[config.mk]
export PLATFORM = sky130hd
export DESIGN_NAME = log_event_queue
export DESIGN_NICKNAME = d
export VERILOG_FILES = /design/src/rtl/log_event_queue.sv
export SDC_FILE = /design/constraint.sdc
export NUM_CORES = 1
export LEC_CHECK = 0
export ABC_AREA = 1
export CAP_MARGIN = 20
export CORE_ASPECT_RATIO = 1.25
export CORE_MARGIN = 5
export CORE_UTILIZATION = 48
export CTS_BUF_LIST = sky130_fd_sc_hd__clkbuf_2 sky130_fd_sc_hd__clkbuf_4 sky130_fd_sc_hd__clkbuf_8
export DETAILED_ROUTE_END_ITERATION = 12
export PLACE_DENSITY = 0.64
export SLEW_MARGIN = 10
export SYNTH_ARGS = -nofsm -noshare
export SYNTH_HDL_FRONTEND = slang
export SYNTH_SLANG_ARGS = --single-unit
[constraint.sdc]
create_clock -name clk -period 12.75 [get_ports clk]
set_clock_uncertainty 0.1 [all_clocks]
set_input_delay 2.55 -clock clk [delete_from_list [all_inputs] [get_ports clk]]
set_output_delay 2.55 -clock clk [all_outputs]
set_load 0.01 [all_outputs]
[src/rtl/log_event_queue.sv]
// rtl/log_event_queue.sv - level-filtered, sequence-numbered event FIFO feeding the simulation logger
//
// Ports:
//   clk, rst           clock; synchronous active-high reset
//   cfg_min_level      minimum level kept (0=VERBOSE .. 5=FATAL), sampled every cycle
//   in_valid/in_ready  event post strobe; in_ready is constant 1 (posting never stalls)
//   in_level/tag/msg   posted event fields
//   out_valid/ready    head entry handshake toward the sink
//   out_level/tag/msg  head entry fields
//   out_seq            sequence number of the head entry
//   drop_count         saturating count of accepted-but-dropped events
//   overflow           sticky: at least one event dropped
//   fatal_seen         sticky: an accepted FATAL (stored or dropped)

module log_event_queue #(
  parameter int DEPTH = 16,
  parameter int TAG_W = 8,
  parameter int MSG_W = 32,
  parameter int SEQ_W = 16
) (
  input  logic             clk,
  input  logic             rst,
  input  logic [2:0]       cfg_min_level,
  input  logic             in_valid,
  output logic             in_ready,
  input  logic [2:0]       in_level,
  input  logic [TAG_W-1:0] in_tag,
  input  logic [MSG_W-1:0] in_msg,
  output logic             out_valid,
  input  logic             out_ready,
  output logic [2:0]       out_level,
  output logic [TAG_W-1:0] out_tag,
  output logic [MSG_W-1:0] out_msg,
  output logic [SEQ_W-1:0] out_seq,
  output logic [SEQ_W-1:0] drop_count,
  output logic             overflow,
  output logic             fatal_seen
);

  localparam int PW = $clog2(DEPTH);
  localparam int CW = PW + 1;
  localparam logic [2:0] LVL_FATAL = 3'd5;

  typedef struct packed {
    logic [2:0]       level;
    logic [TAG_W-1:0] tag;
    logic [MSG_W-1:0] msg;
    logic [SEQ_W-1:0] seq;
  } entry_t;

  entry_t           mem_q [DEPTH];
  entry_t           head_q, head_d;
  entry_t           new_entry;
  logic [PW-1:0]    wr_ptr_q, wr_ptr_d;
  logic [PW-1:0]    rd_ptr_q, rd_ptr_d;
  logic [CW-1:0]    cnt_q, cnt_d;
  logic [SEQ_W-1:0] seq_q, seq_d;
  logic [SEQ_W-1:0] drop_q, drop_d;
  logic             ovf_q, ovf_d;
  logic             fatal_q, fatal_d;

  logic accept;
  logic is_fatal;
  logic has_room;
  logic push;
  logic pop;

  // Every accepted event is stamped with the current seq, stored or not.
  assign new_entry = {in_level, in_tag, in_msg, seq_q};

  always_comb begin
    accept   = in_valid && (in_level >= cfg_min_level);
    is_fatal = (in_level == LVL_FATAL);
    // The last slot is held back for FATAL. Room is judged on the count at the
    // start of the cycle, so a simultaneous pop never makes room for this push.
    has_room = is_fatal ? (cnt_q < CW'(DEPTH)) : (cnt_q < CW'(DEPTH - 1));
    push     = accept && has_room;
    pop      = (cnt_q != '0) && out_ready;

    wr_ptr_d = wr_ptr_q;
    rd_ptr_d = rd_ptr_q;
    cnt_d    = cnt_q;
    seq_d    = seq_q;
    drop_d   = drop_q;
    ovf_d    = ovf_q;
    fatal_d  = fatal_q;
    head_d   = head_q;

    if (push) begin
      wr_ptr_d = wr_ptr_q + PW'(1);
    end
    if (pop) begin
      rd_ptr_d = rd_ptr_q + PW'(1);
    end

    case ({push, pop})
      2'b10:   cnt_d = cnt_q + CW'(1);
      2'b01:   cnt_d = cnt_q - CW'(1);
      default: cnt_d = cnt_q;
    endcase

    if (accept) begin
      seq_d = seq_q + SEQ_W'(1);
      if (is_fatal) begin
        fatal_d = 1'b1;
      end
      if (!has_room) begin
        ovf_d = 1'b1;
        if (drop_q != '1) begin
          drop_d = drop_q + SEQ_W'(1);
        end
      end
    end

    // The head is kept in a register so out_* hold their last value when the
    // queue drains. If the new head slot is the one being written this cycle
    // (queue was, or becomes, empty), take the incoming entry directly.
    if (cnt_d != '0) begin
      if (push && (rd_ptr_d == wr_ptr_q)) begin
        head_d = new_entry;
      end else begin
        head_d = mem_q[rd_ptr_d];
      end
    end
  end

  always_ff @(posedge clk) begin
    if (push) begin
      mem_q[wr_ptr_q] <= new_entry;
    end
  end

  always_ff @(posedge clk) begin
    if (rst) begin
      wr_ptr_q <= '0;
      rd_ptr_q <= '0;
      cnt_q    <= '0;
      seq_q    <= '0;
      drop_q   <= '0;
      ovf_q    <= 1'b0;
      fatal_q  <= 1'b0;
      head_q   <= '0;
    end else begin
      wr_ptr_q <= wr_ptr_d;
      rd_ptr_q <= rd_ptr_d;
      cnt_q    <= cnt_d;
      seq_q    <= seq_d;
      drop_q   <= drop_d;
      ovf_q    <= ovf_d;
      fatal_q  <= fatal_d;
      head_q   <= head_d;
    end
  end

  assign in_ready   = 1'b1;
  assign out_valid  = (cnt_q != '0);
  assign out_level  = head_q.level;
  assign out_tag    = head_q.tag;
  assign out_msg    = head_q.msg;
  assign out_seq    = head_q.seq;
  assign drop_count = drop_q;
  assign overflow   = ovf_q;
  assign fatal_seen = fatal_q;

endmodule

# Word level (Yosys, flattened, before mapping)

Memory sizes are Yosys's and may differ from the RTL's. A register that Yosys moved wholly into a read port is not among the register bits.
Index checks and enable logic that the tools add are counted.
W data, S select, Z words.

Register bits after elaboration: 47
Memory bits (writable): 944
Output and inout bits: 79
Logic and storage cells: 35
Memories kept: 1

Memories:

| name  | depth | bits a word | read ports | clocked after Yosys merged registers in | wr ports | RTL line | RTL |
|---|---|---|---|---|---|---|---|
| mem_q | 16    | 59          | 1          | 1                                       | 1        | 51       | `entry_t mem_q [DEPTH];` |

Add/sub/neg operators: 6
Magnitude comparators: 3
Eq/ne operators: 4
Mux-type cells: 5
Bitwise logic cells: 1
Reduce and logical (&&, ||, !) cells: 8

Operator list:

| cell                    | number |
|---|---|
| $add A16 B1 Y16 const B | 2 |
| $ne A16 B16 Y1 const B  | 1 |
| $pmux W5 S2             | 1 |
| $reduce_bool A5 Y1      | 2 |
| $add A4 B1 Y4 const B   | 2 |
| $add A5 B1 Y5 const B   | 1 |
| $lt A5 B4 Y1 const B    | 1 |
| $lt A5 B5 Y1 const B    | 1 |
| $sub A5 B1 Y5 const B   | 1 |
| $mux W4                 | 1 |
| $reduce_and A2 Y1       | 2 |
| $eq A3 B3 Y1 const B    | 1 |
| $ge A3 B3 Y1            | 1 |
| $logic_and A1 B1 Y1     | 3 |
| $mux W1                 | 3 |
| $reduce_and A3 Y1       | 1 |
| $eq A2 B1 Y1 const B    | 1 |
| $eq A2 B2 Y1 const B    | 1 |
| $not A1 Y1              | 1 |

# Logic depth before layout (Yosys ltp)

Depth in word-level cells: 6
Gate-level depth with buffers: 24
Gate-level depth less buffers: 22

# Worst setup path before layout

Ideal clock, no wire load.

Path type: input-to-reg
Start point: in cfg_min_level[2]
End point: mem mem_q[11][0] (netlist bit) (enable)
Setup time: 0.476 ns
Arrival time: 6.214 ns
Required time: 12.174 ns
Slack: 5.960 ns
Stages: 10
Cells stage by stage: inv_1 -> ha_1 -> nand3_1 -> nand3_1 -> nand2_2 -> nor2_1 -> inv_1 -> nor2_1 -> nand2_1 -> nor2_1

Cells in the longest elaborated chain, start to end: 5

RTL lines:

| what                          | RTL line | RTL |
|---|---|---|
| start: declaration            | 23       | `input logic [2:0] cfg_min_level,` |
| $ge A3 B3 Y1                  | 72       | `accept = in_valid && (in_level >= cfg_min_level);` |
| $logic_and A1 B1 Y1           | 72       |  |
| $logic_and A1 B1 Y1           | 77       | `push = accept && has_room;` |
| $mux W1                       | 128      | `if (push) begin` |
| $mux W1 (implied by the code) | 129      | `mem_q[wr_ptr_q] <= new_entry;` |
| end: declaration              | 51       |  |

Every way passes these cells.

# Worst setup path after layout

Start point: in in_level[0]
End point: reg out_tag[4] (netlist name)

Cells in the longest elaborated chain, start to end: 6

RTL lines:

| what                                           | RTL line | RTL |
|---|---|---|
| start: declaration                             | 26       | `input logic [2:0] in_level,` |
| $ge A3 B3 Y1 or $eq A3 B3 Y1 (tied branches)   | 72, 73   |  |
| $logic_and A1 B1 Y1 or $mux W1 (tied branches) | 72, 76   |  |
| $logic_and A1 B1 Y1 (*)                        | 77       |  |
| $eq A2 B1 Y1 or $eq A2 B2 Y1 (tied branches)   | 96       | `case ({push, pop})` |
| $pmux W5 S2 (*)                                | 96       |  |
| $reduce_bool A5 Y1 (*)                         | 118      | `if (cnt_d != '0) begin` |

Every way passes the cells marked *; elsewhere a longest branch is shown, timed or not.
A chain may end at the register's enable or synchronous reset.

==> metrics <==
die extent in x 287 µm; starting density of the core 48.1%; Final period util ~60%; DR WL/cell 20.9 µm; syn_nets about 4,700; EDFF count, synth 944; vias per cell 5.48; Setup violations, final 0; fin nets around 4,700; WP data arrival 8.27 ns; distinct cell type count after synthesis 35; Sink Count 1,050; grt ovf 0; CTS Buffer Depth 3; DRC errors left 0; H-tree depth 4; CP dominant cell by count ha_1; Seq/Total Area, Yosys 66.3%; Hold Vio Cnt, Final 0; Main synth FF type edfxtp_1; post-route ant nets 0; total clock buffers created by CTS roughly 160; hold_buf cts 0; Final Max Tran Viols 0; Overall Global Routing Usage 24.4%; post-synthesis cell count roughly 4,600; Netlist Area Pre-Place approximately 0.046 mm²; Root Buffer clkbuf_8; DP Cell Count around 5,800; syn avg cell area 10.0 µm²; hold crit path type flip-flop to flip-flop; Skew-Pair Late Insertion Delay between 0.8 and 0.9 ns; crit-path cells clkdlybuf4s50_1, inv_1, ha_1, nand3_1, nand3_1, nand2_2, nor2_1, inv_1, ha_1, xor2_1, ha_1, mux2i_1, nand2_1, nor2_1, o211ai_1, nor2_4, buf_4, inv_2, buf_4, a21oi_1; share of cells above drive strength 1 7.61%; Yosys top cell area share between 60% and 70%; Rows 127; P_leak approximately 0.021 µW; CP Class input port to flip-flop; Ys Warns 0; Post-Layout Inst Area slightly above 0.05 mm²; max_cap viols 0; count leader, synth nand2_1; largest net degree at the start of global routing approximately 200; I/O pins between 100 and 150; post-CTS sizing 0; synth cell count leaders 1,197 x nand2_1, 1,112 x nand3_1, 944 x edfxtp_1; post-route insts no fill a little over 6,000; register bit total from synthesis between 1,000 and 1,500; drt first pass iters 6; worst-margin pin slew roughly 1.3 ns; final WL about 130,000 µm; Post-CTS Setup Bufs 0; leading area contributor after synthesis edfxtp_1; DR vias 33,202; pwr dens 277 mW/mm²; die footprint just over 0.1 mm²; RSZ-0062 raised after global routing false; Setup TNS 0 ns; TritonCTS clock tree done; Setup WS pre-CTS about 4.3 ns; crit-path max cell delay slightly above 0.8 ns; initial antenna violation count 4; fin worst setup slack ~5.1 ns; crit start category input port; core region area 0.0955 mm²; first-pass GRT wire length about 190,000 µm; I/O Buffers 127; Placement Cell Area approximately 0.048 mm²; Max Clock Freq between 100 and 150 MHz; min cycle time layout approximately 7.6 ns; Worst slew margin 12.4%; Total Power between 10,000 and 15,000 µW; dpl hpwl 61,200 µm; die height 356 µm; outcome complete, no violations; maximum VDD drop approximately 450 µV; crit path max-delay cell type clkdlybuf4s50_1; clock transition at the registers of the reported paths 0.06 ns; vias in the first global route around 32,000; Syn-to-layout area delta 12.6%; CP Capture Type flip-flop; fill cell count between 8,000 and 9,000; Async S/R FF share, synth 0%; synth top area cells edfxtp_1 62%, nand3_1 12%, nand2_1 9.8%; CP max FO 64; CP required roughly 13 ns; initial drt markers approximately 3,600; GP Congestion ~0.8
power breakdown:
part	total (µW)	switching [µW]	internal (µW)
combinational	7330	5240	2090
sequential	4060	139	3920
clock	2920	1300	1620
worst max-delay path, delay by kind of cell:
kind	cells	cell delay, ns
compound gates	2	0.35
mux	1	0.20
fa+ha+maj	3	0.90
buf+inv	6	2.89
xor+xnor	1	0.22
simple gates	7	1.09
path summary, 6_finish.rpt:
kind | endpoint | depth (start not counted) | slack [ns] | from
setup reg to reg | out_msg[7] | 14 | 7.45 | cnt_q[1]
hold reg to reg | overflow | 2 | 0.39 | overflow
setup / recovery | out_tag[4] | 20 | 5.11 | in_level[0]
hold / removal | overflow | 2 | 0.39 | overflow
cell families after synthesis:
family                     synth area share [%]
AOI/OAI and AO/OA                          1.59
xor gates and xnor gates                  0.172
adders and majority gates                 0.354
buffers and inverters                      7.84
DFF                                        66.3
muxes                                    0.0218
other                                   0.00816
and+or+nand+nor                            23.7
routing by layer:
layer  routed length, µm  up-vias  track usage (%)
met2               62300     1318             40.8
met5                   0        -                0
met4                3990        0             9.35
li1                    -    15500                -
met1               51400    16125             32.1
met3                9030      259             4.18
metrics by stage:
step / hold WS [ns] / util (%)
after detailed placement: 0.373 / 50.5
after CTS: 0.384 / 54.1
final: 0.388 / 54.2
after global placement: 0.365 / 50.5
after global routing: 0.408 / 54.2
after floorplan: 0.373 / -
layout by cell type, fill, tap and decap left out, types with 5 or more instances in the layout:
master,count
clkbuf_4,57
nand4_1,61
a21oi_1,92
xor2_1,6
nand2_1,1194
nand3_1,1112
buf_12,5
clkbuf_8,194
dfxtp_1,106
nor2_1,44
o21ai_0,27
nor3_1,17
clkinvlp_4,5
nor2_4,18
clkdlybuf4s50_1,127
o211ai_1,9
inv_1,620
edfxtp_1,944
clkinv_2,13
ha_1,13
buf_4,41
clkinv_1,18
registers in the layout, summed over array words and instances, names as in the netlist:
name        count
mem_q         944
out_msg        32
drop_count     16
out_seq        16
seq_q          16
out_tag         8
cnt_q           5
rd_ptr_q        4
wr_ptr_q        4
out_level       3
fatal_seen      1
overflow        1
area by class of cell:
type	count	area [µm²]	area share [%]
timing repair buffer	177	1790	3.46
sequential	1050	30500	58.9
antenna	4	10.0	0.0193
tap	1290	1610	3.12
clock buffer	251	3100	5.99
clock inverter	41	307	0.593
inverter	626	2360	4.56
multi-input combinational	2625	12100	23.4
No activity file was read; power rests on OpenSTA's default activity.
